--- src/rtl/adder_pkg.sv ---
// Shared types and constants for the handshaked adder, its interface and bench.
package adder_pkg;

  localparam int ADD_WIDTH = 8;
  localparam int TXN_CNT_W = 16;

  typedef logic [ADD_WIDTH-1:0] operand_t;

  typedef struct packed {
    operand_t a;
    operand_t b;
    logic     cin;
  } req_t;

  typedef struct packed {
    operand_t sum;
    logic     cout;
  } rsp_t;

endpackage : adder_pkg

--- src/rtl/adder_stage.sv ---
// Valid/ready register slice with a parameterised payload width.
// A beat is held (valid and data stable) until the downstream side accepts it.
module adder_stage #(
  parameter int W = 8
) (
  input  logic         clk,
  input  logic         rst,
  input  logic         in_valid,
  output logic         in_ready,
  input  logic [W-1:0] in_data,
  output logic         out_valid,
  input  logic         out_ready,
  output logic [W-1:0] out_data
);

  logic         valid_r;
  logic [W-1:0] data_r;
  logic         load_s;

  // The slice can take a new beat when empty or when its current beat leaves now.
  assign in_ready  = !valid_r || out_ready;
  assign load_s    = in_valid && in_ready;
  assign out_valid = valid_r;
  assign out_data  = data_r;

  // Occupancy and payload register; data only changes on a load so idle X inputs never enter.
  always_ff @(posedge clk) begin
    if (rst) begin
      valid_r <= 1'b0;
      data_r  <= {W{1'b0}};
    end else if (load_s) begin
      valid_r <= 1'b1;
      data_r  <= in_data;
    end else if (out_ready) begin
      valid_r <= 1'b0;
      data_r  <= data_r;
    end else begin
      valid_r <= valid_r;
      data_r  <= data_r;
    end
  end

endmodule : adder_stage

--- src/rtl/adder_resp.sv ---
// Two-stage pipelined adder responder with valid/ready channels on both sides.
// Stage 1 registers the low-half sum and its carry alongside the raw high halves;
// stage 2 adds the high halves with that carry and presents {cout, sum}.
module adder_resp
  import adder_pkg::*;
#(
  parameter int WIDTH = ADD_WIDTH,
  parameter int CNT_W = TXN_CNT_W
) (
  input  logic             clk,
  input  logic             rst,
  input  logic             in_valid,
  output logic             in_ready,
  input  logic [WIDTH-1:0] a,
  input  logic [WIDTH-1:0] b,
  input  logic             cin,
  output logic             out_valid,
  input  logic             out_ready,
  output logic [WIDTH-1:0] sum,
  output logic             cout,
  output logic [CNT_W-1:0] txn_count
);

  localparam int HALF = WIDTH / 2;
  // Stage 1 payload: {c1, lo, a_hi, b_hi}
  localparam int S1_W = 1 + 3 * HALF;
  // Stage 2 payload: {cout, hi, lo}
  localparam int S2_W = WIDTH + 1;

  // Half-width add keeping the carry as the top bit, so nothing is truncated.
  function automatic logic [HALF:0] half_add(
    input logic [HALF-1:0] x,
    input logic [HALF-1:0] y,
    input logic            c
  );
    half_add = {1'b0, x} + {1'b0, y} + {{HALF{1'b0}}, c};
  endfunction

  logic            s1_in_ready_s;
  logic            s1_valid_s;
  logic            s2_in_ready_s;
  logic [S1_W-1:0] s1_in_data_s;
  logic [S1_W-1:0] s1_data_s;
  logic [S2_W-1:0] s2_in_data_s;
  logic [S2_W-1:0] s2_data_s;
  logic [HALF:0]   lo_sum_s;
  logic [HALF:0]   hi_sum_s;
  logic            c1_s;
  logic [HALF-1:0] lo_s;
  logic [HALF-1:0] a_hi_s;
  logic [HALF-1:0] b_hi_s;
  logic            xfer_s;
  logic [CNT_W-1:0] txn_count_r;

  // Low half sum with carry-in, packed with the untouched high halves.
  assign lo_sum_s     = half_add(a[HALF-1:0], b[HALF-1:0], cin);
  assign s1_in_data_s = {lo_sum_s, a[WIDTH-1:HALF], b[WIDTH-1:HALF]};

  // The request side is never ready while reset is asserted.
  assign in_ready = !rst && s1_in_ready_s;

  adder_stage #(.W(S1_W)) u_stage1 (
    .clk       (clk),
    .rst       (rst),
    .in_valid  (in_valid),
    .in_ready  (s1_in_ready_s),
    .in_data   (s1_in_data_s),
    .out_valid (s1_valid_s),
    .out_ready (s2_in_ready_s),
    .out_data  (s1_data_s)
  );

  // Unpack stage 1 and finish the add with the full low-half carry.
  assign c1_s         = s1_data_s[S1_W-1];
  assign lo_s         = s1_data_s[S1_W-2 -: HALF];
  assign a_hi_s       = s1_data_s[2*HALF-1 -: HALF];
  assign b_hi_s       = s1_data_s[HALF-1:0];
  assign hi_sum_s     = half_add(a_hi_s, b_hi_s, c1_s);
  assign s2_in_data_s = {hi_sum_s, lo_s};

  adder_stage #(.W(S2_W)) u_stage2 (
    .clk       (clk),
    .rst       (rst),
    .in_valid  (s1_valid_s),
    .in_ready  (s2_in_ready_s),
    .in_data   (s2_in_data_s),
    .out_valid (out_valid),
    .out_ready (out_ready),
    .out_data  (s2_data_s)
  );

  // Result fields come straight from the stage 2 register.
  assign sum  = s2_data_s[WIDTH-1:0];
  assign cout = s2_data_s[WIDTH];

  assign xfer_s    = out_valid && out_ready;
  assign txn_count = txn_count_r;

  // Wrapping count of completed output handshakes.
  always_ff @(posedge clk) begin
    if (rst) begin
      txn_count_r <= {CNT_W{1'b0}};
    end else if (xfer_s) begin
      txn_count_r <= txn_count_r + {{(CNT_W-1){1'b0}}, 1'b1};
    end else begin
      txn_count_r <= txn_count_r;
    end
  end

endmodule : adder_resp

--- config.mk ---
export PLATFORM = sky130hd
export DESIGN_NAME = adder_resp
export DESIGN_NICKNAME = d
export VERILOG_FILES = /design/src/rtl/adder_pkg.sv /design/src/rtl/adder_stage.sv /design/src/rtl/adder_resp.sv
export SDC_FILE = /design/constraint.sdc
export NUM_CORES = 1
export LEC_CHECK = 0
export CAP_MARGIN = 30
export CORE_ASPECT_RATIO = 0.9
export CORE_UTILIZATION = 52
export DETAILED_ROUTE_END_ITERATION = 10
export PLACE_DENSITY = 0.81
export SYNTH_ARGS = -nofsm -noshare
export SYNTH_HDL_FRONTEND = slang
export SYNTH_SLANG_ARGS = --single-unit
--- constraint.sdc ---
create_clock -name clk -period 3.6 [get_ports clk]
set_input_delay 0.36 -clock clk [delete_from_list [all_inputs] [get_ports clk]]
set_output_delay 0.36 -clock clk [all_outputs]
set_load 0.05 [all_outputs]
# == Word level (Yosys, flattened, before mapping) ==
# Index checks and enable logic that the tools add are counted.
# classes
add_sub_neg,5
muxes,4
n_reduce_logical,11
# ops
op,count
$add 16x1->16 const B,1
$add 4x4->5,2
$add 5x1->5,2
$logic_and 1x1->1,4
$mux 1,4
$reduce_bool 2->1,2
$logic_not 1->1,3
$logic_or 1x1->1,2
# word_totals
input_bits,21
output_inout_bits,27
elab_cells,25
register_bits,40

# == Depth between registers and ports, before layout ==
# logic_depth
depth_word,5
mapped_depth,7

# == Modules after synthesis ==
# From an unflattened synthesis, not the netlist that was laid out.
# hier_totals
hier_cells,224
hier_area_um2,2109.5
# by_module_without_submodules
module,cells_each,area_per_inst_um2,n_inst
adder_resp,116,1008.5,1
adder_stage at u_stage1,63,630.6,1
adder_stage at u_stage2,45,470.5,1

# == Least setup slack after synthesis ==
# No wires, ideal clock.
# synth_path
kind,reg2out
start,"register u_stage2.valid_r, in the netlist u_stage2.out_valid"
end,output port in_ready
stages_incl_launch_ff,4
required_ps,3240
arrival_time_ps,1435
setup_slack_ps,1805
path_cell_list,dfxtp_1 nand2b_2 nor2_1 nor2_1
# synth_between
elab_chain_len,4
# synth_rtl
item,line_no,rtl
from (decl),adder_stage.sv:16,logic valid_r;
from (signal assigned),adder_stage.sv:38,valid_r <= valid_r;
$logic_not 1->1,adder_stage.sv:21,assign in_ready = !valid_r || out_ready;
$logic_or 1x1->1 (2 in series),adder_stage.sv:21,
$logic_and 1x1->1,adder_resp.sv:60,assign in_ready = !rst && s1_in_ready_s;
to (decl),adder_resp.sv:13,"output logic in_ready,"
# Every way passes these cells.

# == Final worst setup path ==
# layout_path
start,input port out_ready
end,output port in_ready
# layout_between
elab_chain_len,3
# layout_rtl
item,line_no,rtl
from (decl),adder_resp.sv:18,"input logic out_ready,"
$logic_or 1x1->1 (2 in series),adder_stage.sv:21,
$logic_and 1x1->1,adder_resp.sv:60,
# Every way passes these cells.

==> results.md <==
* Worst-Skew Late Latency at 0.29 ns
* Critical Path RT at 3.24 ns
* Worst-path fanout max at 8
* Starting Density at 0.553
* Post-route total power at 0.907 mW
* Area after DPL at 0.00237 mm2
* Diodes inserted at 0
* Synth Flop Type: dfxtp_1
* Worst Path Buf+Inv at 2
* Max-cap violation count at 0
* Final hold vios at 0
* Tcrit/Tclk final at 0.688
* RSZ-0062 raised after global routing: no
* Synth async-reset ratio at 0
* Power Density at 369 mW/mm2
* M1 wire length at 1870 um
* CTS sink cnt at 40
* Wire length per cell at 13.1 um
* DR WL met2 at 1990 um
* First-pass GRT wire length at 6760 um
* Post-route minimum period at 2.48 ns
* Register-to-Register Path Depth at 4
* Hold depth at 2
* Clock root cell: clkbuf_8
* Die W at 65.4 um
* Worst slew margin at 0.634
* Largest net degree at the start of global routing at 43
* CP cell instances: clkdlybuf4s50_1, nand2b_2, nor2_1, nor2_1, clkdlybuf4s50_1
* Max-slew violations at 0
* Share of the synthesized area in the top cell type at 0.426
* HP Class: flop to flop
* Yosys reg bits at 40
* Hold Path Origin: u_stage2.out_data[6]
* Setup CP Type: input pin to output pin
* CP Capture Type: output pin
* Terminus of the critical flop-to-flop path: u_stage1.out_data[11]
* Post-Syn Area at 0.00188 mm2
* Share of layout cells above drive strength 1 at 0.0410
* Row count at 20
* Largest area contributor in the netlist: dfxtp_1
* Leading post-synthesis cells by cell area: dfxtp_1, nand2_1, a21oi_1, ha_1, nor2_1
* Top Metal Used: met4
* Max rail drop VDD at 203 uV
* Final ANT Viol Nets at 0
* Overall Global Routing Usage at 0.233
* F_max at 404 MHz
* Syn nets at 252
* Seq/Total Area, Yosys at 0.426
* Routed vias/inst at 5.26
* DRT iter0 DRCs at 94
* FF-to-FF Start: u_stage2.out_valid
* Static leakage at 0.921 nW
* PortBufs at 47
* Reg2reg setup slack at 1.89 ns
* Grt ovf at 0
* Distinct cells, synth at 31
* Slew @ Worst Pin at 0.549 ns
* CORE AREA at 0.00340 mm2
* HPWL after detailed placement at 2850 um
* Arrival time worst endpoint at 2.12 ns
* Cell count after synthesis at 220
* Reg clk slew, reported paths at 0.07 ns
* Fillers at 291
* Routability congestion estimate at 0.753
* Postcts setup bufs at 0
* Cts repair resizes at 0
* DRC viols at 0
* Vias in the first global route at 1523
* Via Count at 1642
* Iteration count of the initial detailed-routing pass at 4
* Die Height at 59.1 um
* TritonCTS clock tree: done
* Die area at 0.00386 mm2
* Antenna violations before repair at 0
* H-tree depth at 2
* Synth-to-Final Area Change at 30.7%
* Avg Inst Size Synth at 8.55 um2
* Drt total wl at 4080 um
* Hold Buf Count CTS at 0
* Final setup TNS at 0 ns
* CTS Buffer Depth at 2
* Cell area after layout at 0.00246 mm2
* Final setup vio count at 0
* Post-Layout Cell Count at 312
* Post-synth EDFFs at 0
* Routed wl met3 at 159 um
* Setup Skew at 0.00289 ns
* IO Pins at 48
* Total CTS buffers at 5
* Slowest stage cell, crit path: clkdlybuf4s50_1
* CP Launch Type: input pin
* DP Cell Count at 304
* Worst hold endpoint: u_stage2.out_data[6]
* Nets at 299
* Status: completed
* Worst stage delay on the critical path at 0.80 ns
* Critical path's top delay family: buffers and inverters
* Yosys Warn Count at 0
[worst reg2reg max path: cells and delay by family, from the launching register on]
| family | cells | cell delay, ns |
|---|---|---|
| simple gates | 3 | 0.80 |
| flops | 1 | 0.52 |
| compound gates | 1 | 0.28 |
[cell families after synthesis]
kind of cell | count (synthesis) | share of synthesized area
AOI/OAI and AO/OA | 36 | 0.112
xor gates and xnor gates | 12 | 0.0559
adders and majority gates | 11 | 0.0892
buffers and inverters | 18 | 0.0446
DFF | 40 | 0.426
muxes | 2 | 0.0120
and+or+nand+nor | 101 | 0.260
[cell usage in the layout, fill, tap and decap left out, drive strengths merged, types with 4 or more instances in the layout]
cell type       n
xor2            6
nand2          40
clkdlybuf4s50  47
nand3           9
inv            10
ha              7
fa              4
dfxtp          40
and4            4
nor2           23
clkbuf          8
nor2b           4
o21ai           4
a21oi          23
nand4           7
xnor2           6
[synthesized netlist by cell type, types with 4 or more instances]
cell	count
xnor2_1	6
a21oi_1	23
inv_1	10
dfxtp_1	40
ha_1	7
and4_1	4
fa_1	4
nor2b_1	4
clkbuf_1	5
xor2_1	6
nor2_1	23
nand4_1	6
o21ai_0	4
nand2_1	40
nand3_1	9
[power breakdown]
| part | total (mW) | switching [mW] | internal (mW) |
|---|---|---|---|
| logic | 0.132 | 0.0743 | 0.0581 |
| clock network | 0.303 | 0.146 | 0.156 |
| registers | 0.472 | 0.0126 | 0.460 |
[through the flow]
step / worst slack, ns / utilization / hold WS, ns
5_1_grt: 1.04 / 0.722 / 0.477
3_5_place_dp: 1.13 / 0.696 / 0.444
6_report: 1.12 / 0.722 / 0.453
3_3_place_gp: 1.13 / 0.696 / 0.438
4_1_cts: 1.12 / 0.722 / 0.451
2_1_floorplan: 1.80 / - / 0.432
[routing by layer]
| layer | vias to the layer above | global-route usage |
|---|---|---|
| met2 | 44 | 0.381 |
| li1 | 839 | - |
| met4 | 0 | 0.0901 |
| met3 | 5 | 0.0538 |
| met1 | 754 | 0.299 |
| met5 | - | 0 |
[registers in the layout, summed over array words and instances, names as in the netlist]
signal,flops
txn_count,16
u_stage1.out_data,13
u_stage1.out_valid,1
u_stage2.out_data,9
u_stage2.out_valid,1
[how the worst max path moves through the flow]
| stage | start | endpoint | slack (ns) | cells past startpoint |
|---|---|---|---|---|
| 6_report | out_ready | in_ready | 1.12 | 5 |
| 3_3_place_gp | out_ready | in_ready | 1.13 | 5 |
| 3_5_place_dp | out_ready | in_ready | 1.13 | 5 |
| 4_1_cts | out_ready | in_ready | 1.12 | 5 |
| 2_1_floorplan | u_stage2.out_valid | in_ready | 1.80 | 3 |
| 5_1_grt | out_ready | in_ready | 1.04 | 5 |
[area by class of cell]
cell class	count	area, um2	share of cell area
clock buffer	8	90.1	0.0367
inverter	10	37.5	0.0153
multi-input combinational	162	996	0.405
sequential	40	801	0.326
tap	44	55.1	0.0224
timing repair buffer	48	478	0.195
No activity file was read; power rests on OpenSTA's default activity.
